$ cat config.mk
export PLATFORM = sky130hd
export DESIGN_NAME = pla_sweep_signature
export DESIGN_NICKNAME = d
export VERILOG_FILES = /design/src/rtl/pla_bench_pkg.sv /design/src/rtl/sig_misr.sv /design/src/rtl/pla_sweep_signature.sv
export SDC_FILE = /design/constraint.sdc
export NUM_CORES = 1
export LEC_CHECK = 0
export ABC_AREA = 1
export BUFFER_PORTS_ARGS = -buffer_cell sky130_fd_sc_hd__buf_2
export CAP_MARGIN = 20
export CELL_PAD_IN_SITES_DETAIL_PLACEMENT = 1
export CELL_PAD_IN_SITES_GLOBAL_PLACEMENT = 2
export CORE_MARGIN = 8
export CORE_UTILIZATION = 33
export DETAILED_ROUTE_END_ITERATION = 12
export HOLD_SLACK_MARGIN = 0.12
export PLACE_DENSITY_LB_ADDON = 0.15
export SLEW_MARGIN = 25
export SYNTH_ARGS = -nofsm -noshare
export SYNTH_HDL_FRONTEND = slang
export SYNTH_SLANG_ARGS = --single-unit
$ cat constraint.sdc
create_clock -name clk -period 2.7 [get_ports clk]
set_input_delay 0.135 -clock clk [delete_from_list [all_inputs] [get_ports clk]]
set_output_delay 0.135 -clock clk [all_outputs]
set_load 0.02 [all_outputs]
$ cat src/rtl/pla_bench_pkg.sv
// Shared types and constants for the PLA sweep/signature harness.
// Latency: none (declarations only).
// Backpressure: not applicable.
package pla_bench_pkg;

  // Harness sequencing states.
  typedef enum logic [1:0] {
    IDLE  = 2'd0,
    SWEEP = 2'd1,
    DRAIN = 2'd2,
    DONE  = 2'd3
  } state_t;

  // CRC-16/CCITT feedback taps; the x^16 term is implicit.
  localparam logic [15:0] CRC16_CCITT_POLY = 16'h1021;

  localparam int SIG_W_DEFAULT = 16;

endpackage

$ cat src/rtl/sig_misr.sv
// Serial CRC accumulator: shifts one data bit per enabled clock into a Galois-form CRC.
// Latency: sig reflects din one clock after the enabled edge.
// Backpressure: none; en qualifies each bit, load has priority over en.
//
// Ports:
//   clk, rst_n  clock and asynchronous active-low reset (sig -> RST_VAL)
//   load, seed  synchronous load of seed into the register
//   en, din     accumulate din when en is high
//   sig         current signature
module sig_misr
  import pla_bench_pkg::*;
#(
  parameter int               SIG_W    = SIG_W_DEFAULT,
  parameter logic [SIG_W-1:0] SIG_POLY = SIG_W'(CRC16_CCITT_POLY),
  parameter logic [SIG_W-1:0] RST_VAL  = '0
) (
  input  logic             clk,
  input  logic             rst_n,
  input  logic             load,
  input  logic [SIG_W-1:0] seed,
  input  logic             en,
  input  logic             din,
  output logic [SIG_W-1:0] sig
);

  // Feedback is the outgoing MSB mixed with the incoming bit.
  logic fb;
  assign fb = sig[SIG_W-1] ^ din;

  always_ff @(posedge clk or negedge rst_n) begin
    if (!rst_n) begin
      sig <= RST_VAL;
    end else if (load) begin
      sig <= seed;
    end else if (en) begin
      sig <= {sig[SIG_W-2:0], 1'b0} ^ (fb ? SIG_POLY : '0);
    end
  end

endmodule

$ cat src/rtl/pla_sweep_signature.sv
// Drives an exhaustive input sweep into a PLA netlist and compacts its output into a CRC + ones count.
// Latency: start at E0, issues on E1..E(2^N_IN), done after E(2^N_IN+DUT_LAT).
// Backpressure: pause freezes pattern issue; in-flight results still retire; abort flushes to IDLE.
//
// Ports:
//   clk, rst_n          clock, asynchronous active-low reset
//   start, pause, abort control (abort overrides start)
//   x_vec               registered pattern to netlist; y_in is netlist output
//   busy, done          SWEEP/DRAIN and DONE indicators
//   ones_cnt, signature captured-ones count and CRC of the captured y_in stream
module pla_sweep_signature
  import pla_bench_pkg::*;
#(
  parameter int               N_IN     = 14,
  parameter int               DUT_LAT  = 0,
  parameter int               SIG_W    = SIG_W_DEFAULT,
  parameter logic [SIG_W-1:0] SIG_POLY = SIG_W'(CRC16_CCITT_POLY),
  parameter logic [SIG_W-1:0] SIG_SEED = '0
) (
  input  logic              clk,
  input  logic              rst_n,
  input  logic              start,
  input  logic              pause,
  input  logic              abort,
  output logic [N_IN-1:0]   x_vec,
  input  logic              y_in,
  output logic              busy,
  output logic              done,
  output logic [N_IN:0]     ones_cnt,
  output logic [SIG_W-1:0]  signature
);

  localparam logic [N_IN-1:0] X_MAX = '1;

  state_t state;

  logic accept_start;
  logic issue;
  logic cap;
  logic drain_empty;

  assign accept_start = start && !abort && ((state == IDLE) || (state == DONE));
  assign issue        = (state == SWEEP) && !pause && !abort;

  generate
    if (DUT_LAT == 0) begin : g_nopipe
      // Combinational netlist: y_in already belongs to the pattern being issued.
      assign cap         = issue;
      assign drain_empty = 1'b1;
    end else begin : g_pipe
      logic [DUT_LAT-1:0] vpipe;
      logic [DUT_LAT-1:0] vpipe_nxt;

      // Bit 0 marks a pattern issued this edge; the MSB marks a result arriving now.
      assign vpipe_nxt   = (vpipe << 1) | DUT_LAT'(issue);
      assign cap         = vpipe[DUT_LAT-1] && !abort;
      // Last capture of the drain: nothing else remains in flight after this edge.
      assign drain_empty = (vpipe_nxt == '0);

      always_ff @(posedge clk or negedge rst_n) begin
        if (!rst_n) begin
          vpipe <= '0;
        end else if (abort) begin
          vpipe <= '0;
        end else begin
          vpipe <= vpipe_nxt;
        end
      end
    end
  endgenerate

  always_ff @(posedge clk or negedge rst_n) begin
    if (!rst_n) begin
      state    <= IDLE;
      x_vec    <= '0;
      busy     <= 1'b0;
      done     <= 1'b0;
      ones_cnt <= '0;
    end else if (abort) begin
      // Results are deliberately left visible after an abort.
      state <= IDLE;
      x_vec <= '0;
      busy  <= 1'b0;
      done  <= 1'b0;
    end else begin
      if (accept_start) begin
        ones_cnt <= '0;
      end else if (cap) begin
        ones_cnt <= ones_cnt + (N_IN+1)'(y_in);
      end

      case (state)
        IDLE, DONE: begin
          if (start) begin
            state <= SWEEP;
            x_vec <= '0;
            busy  <= 1'b1;
            done  <= 1'b0;
          end
        end
        SWEEP: begin
          if (issue) begin
            // Wraps to 0 on the final issue and stays there afterwards.
            x_vec <= x_vec + 1'b1;
            if (x_vec == X_MAX) begin
              if (DUT_LAT == 0) begin
                state <= DONE;
                busy  <= 1'b0;
                done  <= 1'b1;
              end else begin
                state <= DRAIN;
              end
            end
          end
        end
        DRAIN: begin
          if (cap && drain_empty) begin
            state <= DONE;
            busy  <= 1'b0;
            done  <= 1'b1;
          end
        end
        default: state <= IDLE;
      endcase
    end
  end

  sig_misr #(
    .SIG_W   (SIG_W),
    .SIG_POLY(SIG_POLY),
    .RST_VAL (SIG_SEED)
  ) u_misr (
    .clk  (clk),
    .rst_n(rst_n),
    .load (accept_start),
    .seed (SIG_SEED),
    .en   (cap),
    .din  (y_in),
    .sig  (signature)
  );

endmodule

== Word level (Yosys, flattened, before mapping) ==
Index checks and enable logic that the tools add are counted.

* Output and inout port bits: 47
* Bits of input ports: 6
* Bits in registers: 49
* Word-level logic and storage cells: 60

* Muxes and demuxes: 27
* Equal/unequal tests: 8
* Reduce and logical (&&, ||, !) cells: 14
* Add/subtract/negate cells: 2
* Bitwise logic cells: 3

{| class="wikitable"
|+ Operators with widths
! operator !! count
|-
| $mux W14 || 3
|-
| $mux W16 || 2
|-
| $mux W15 || 2
|-
| $pmux W14 S2 || 1
|-
| $xor A16 B16 Y16 || 1
|-
| $add A15 B1 Y15 || 1
|-
| $add A14 B1 Y14 const B || 1
|-
| $eq A14 B14 Y1 const B || 1
|-
| $mux W13 || 1
|-
| $mux W1 || 10
|-
| $mux W2 || 5
|-
| $ne A3 B3 Y1 const B || 3
|-
| $pmux W1 S3 || 2
|-
| $pmux W2 S3 || 1
|-
| $eq A2 B2 Y1 const B || 2
|-
| $logic_and A1 B1 Y1 || 4
|-
| $reduce_and A4 Y1 || 1
|-
| $ne A3 B2 Y1 const B || 1
|-
| $reduce_and A3 Y1 || 1
|-
| $reduce_bool A3 Y1 || 1
|-
| $eq A2 B1 Y1 const B || 1
|-
| $logic_not A1 Y1 || 2
|-
| $logic_not A2 Y1 || 1
|-
| $reduce_and A2 Y1 || 1
|-
| other kinds (5) || 5
|}

== Longest topological paths before layout ==
* Depth in word-level cells: 6
* Depth in mapped cells: 12
* Mapped depth without buffers: 12

== Hierarchy ==
A second synthesis with hierarchy kept.

* Cell total of the unflattened synthesis: 377
* Area total of the unflattened synthesis: 2751.4 sq um

{| class="wikitable"
|+ By module, submodules not included
! module !! times used !! area an instance (sq um) !! seq. area each (sq um) !! cells an instance
|-
| pla_sweep_signature || 1 || 1943.1 || 800.8 || 275
|-
| sig_misr || 1 || 808.3 || 400.4 || 102
|}

== Worst setup path before layout ==
OpenSTA, ideal clock, no wires.

* Path kind: reg2reg
* From: reg, netlist name done
* To: reg ones_cnt[10]
* Arrival: 1.569 ns
* Stages on the path, launching flop included: 12
* Path buffers: 0
* Clock period less this slack: 1.686 ns
* Library setup time: 0.117 ns
* Setup slack: 1.014 ns
* Required time: 2.583 ns
* Cell sequence: dfrtp_1 inv_1 ha_1 inv_1 nor2_4 nand2_2 nand2_2 nand2_1 inv_2 nand2_1 o21ai_1 nor2_1

{| class="wikitable"
|+ RTL lines
! element !! line !! text
|-
| end signal: assignment || pla_sweep_signature.sv:89 || <nowiki>ones_cnt <= ones_cnt + (N_IN+1)'(y_in);</nowiki>
|-
| end: declaration || pla_sweep_signature.sv:29 || <nowiki>output logic [N_IN:0] ones_cnt,</nowiki>
|}

==> impl_metrics.json <==
{
  "min-delay-start": "y_in",
  "final.period_utilization_pct": 72.4,
  "min_path_type": "primary input to register",
  "start_util_pct": 34.2,
  "status": "finished clean",
  "yosysSeqAreaShare_pct": 48.1,
  "wl_per_cell_um": 14.1,
  "whs_path_depth": 4,
  "die_y_um": 103,
  "antenna_left": 0,
  "max_slew_margin_pct": 48.7,
  "grt_overflow": 0,
  "ys_types": 24,
  "finalPower_mw": 2.30,
  "whs_ns": 0.238,
  "grt_max_degree": 34,
  "maxCapViolCount": 0,
  "place_congestion": 0.775,
  "rsz0062_at_grt": "no",
  "endpoint_kind": "register",
  "layout_commonest_cell": "nand2_1",
  "tightest_slew_ns": 0.769,
  "path_clk_slew_ns": 0.09,
  "clockRootBuffer": "clkbuf_8",
  "crit_cells": 10,
  "placed_area_sq_um": 2870,
  "drt-initial-drc-count": 49,
  "cts_resized": 0,
  "cts_tree": "yes",
  "required_ns": 2.93,
  "crit_family": "simple AND/OR/NAND/NOR gates",
  "first_pass_iters": 4,
  "synth_area_per_cell_sq_um": 7.78,
  "rr_startpoint": "done",
  "num_rows": 31,
  "vias_per_cell": 4.65,
  "synthCells": 321,
  "grt_usage_pct": 13.8,
  "final_area_sq_um": 2990,
  "p_per_area_nw_per_um2": 768,
  "drive_gt1_share_pct": 21.1,
  "layout_common_cells": "nand2_1 (78), buf_2 (52), dfrtp_1 (48)",
  "cp_num_buf_inv": 3,
  "clk_latency_ns": 0.30,
  "htreeDepth": 2,
  "ios": 53,
  "cpMaxStageDelayCell": "dfrtp_1",
  "grt_pass1_wl_mm": 11.5,
  "finalNetCount": 390,
  "leakage_nw": 1.55,
  "cts_sinks": 48,
  "fmax_mhz": 512,
  "setup-violations-final": 0,
  "dp_hpwl_mm": 5.18,
  "max_stage_delay_ns": 0.42,
  "peakVddDrop_mv": 0.328,
  "synth_seq_cells": 48,
  "diodes": 0,
  "clockBufferDepth": 2,
  "grt_pass1_vias": 2403,
  "crit_type": "register to register",
  "period_minus_slack_ns": 1.95,
  "setup_ws_ns": 0.746,
  "syn2layout_area_growth_pct": 19.9,
  "synth_area_sq_um": 2500,
  "crit_path_start": "done",
  "yosys.area.top_type": "dfrtp_1",
  "io_buffers": 52,
  "worstPathArrival_ns": 2.18,
  "cts-buffers-inserted": 5,
  "tns_ns": 0,
  "yosys-top-cells-area": "dfrtp_1 (48%), nand2_1 (12%), nor2_1 (6.6%)",
  "ys.warnings.count": 0,
  "finalHoldViolCount": 0,
  "antenna_found_initial": 0,
  "dpl_worst_slack_ns": 0.754,
  "worst_setup_path_start_kind": "register",
  "drc": 0,
  "cp_cell_sequence": "inv_1 -> ha_1 -> inv_2 -> nor2_1 -> nand2_1 -> nand2_2 -> nand3_1 -> inv_2 -> nand3_1 -> a21oi_1",
  "wirelength_mm": 6.74,
  "coreArea_sq_um": 7290,
  "clock_skew_ns": 0.00501,
  "die_w_um": 103,
  "synth_nets": 332,
  "synth_top_area_share_pct": 48.1,
  "vias": 2227,
  "die_area_sq_um": 10600,
  "ff2ff_path_depth": 10,
  "slew_viol_final": 0,
  "worstPathMaxFanout": 25
}
layer usage:
layer | up-vias | GRT usage, % | part of all wire, %
met3 | 8 | 3.04 | 4.5
met2 | 34 | 22.2 | 45
met1 | 1048 | 18.1 | 49
met4 | 0 | 3.56 | 0.96
met5 | - | 0 | 0
li1 | 1137 | - | -
stage by stage:
| step | cells | util [%] |
|---|---|---|
| CTS | 479 | 41.1 |
| finish | 479 | 41.1 |
| global route | 479 | 41.1 |
| global placement | 470 | 39.4 |
| floorplan | 321 | - |
| detailed placement | 470 | 39.4 |
state kept, by name (all words and copies together), names as in the netlist:
register	cells
ones_cnt	15
done	1
state	1
busy	1
u_misr.sig	16
x_vec	14
cell usage after synthesis, drive strengths merged:
cell type and n:
nand2 83, dfrtp 48, nor2 48, inv 46, nand3 26, o21ai 18
a21oi 10, o22ai 10, nand4 9, nor3 7, buf 5, ha 5
xor2 5, nor3b 1
worst paths after layout:
kind | to | slack, ns
max in group asynchronous | ones_cnt[6] | 1.60
setup / recovery | ones_cnt[9] | 0.75
hold / removal | ones_cnt[0] | 0.24
hold reg to reg | busy | 0.48
min in group asynchronous | state[0] | 0.45
setup reg to reg | ones_cnt[9] | 0.75
final cells by class:
| class | count | area (sq um) |
|---|---|---|
| Clock buffer | 5 | 68.8 |
| Fill cell | 941 | 4300 |
| Sequential cell | 48 | 1200 |
| Timing Repair Buffer | 56 | 293 |
| Inverter | 46 | 175 |
| Tap cell | 99 | 124 |
| Multi-Input combinational cell | 222 | 1090 |
| Clock inverter | 3 | 42.5 |
worst reg2reg max path: stages (launching register included):
cell and delay, ns:
dfrtp_1 0.42, inv_1 0.07, ha_1 0.16, inv_2 0.08, nor2_1 0.13, nand2_1 0.14
nand2_2 0.39, nand3_1 0.18, inv_2 0.12, nand3_1 0.07, a21oi_1 0.13
what timing repair did:
action / CTS / global route
hold endpoints to repair: 31 / 0
hold buffers: 1 / 0
setup buffers: 0 / 0
setup endpoints to repair: 0 / 0
report_power, final:
part | switching (mW) | internal [mW] | total, mW
clock | 0.253 | 0.274 | 0.528
combinational | 0.597 | 0.253 | 0.850
sequential | 0.0937 | 0.828 | 0.922
cell families after synthesis:
family	Yosys count	synth area share [%]
DFF	48	48.1
adders and majority gates	5	2.51
AOI/OAI and AO/OA	38	8.72
buffers and inverters	51	8.27
and+or+nand+nor	174	30.7
xor gates and xnor gates	5	1.75
(Power assumes the default switching activity.)
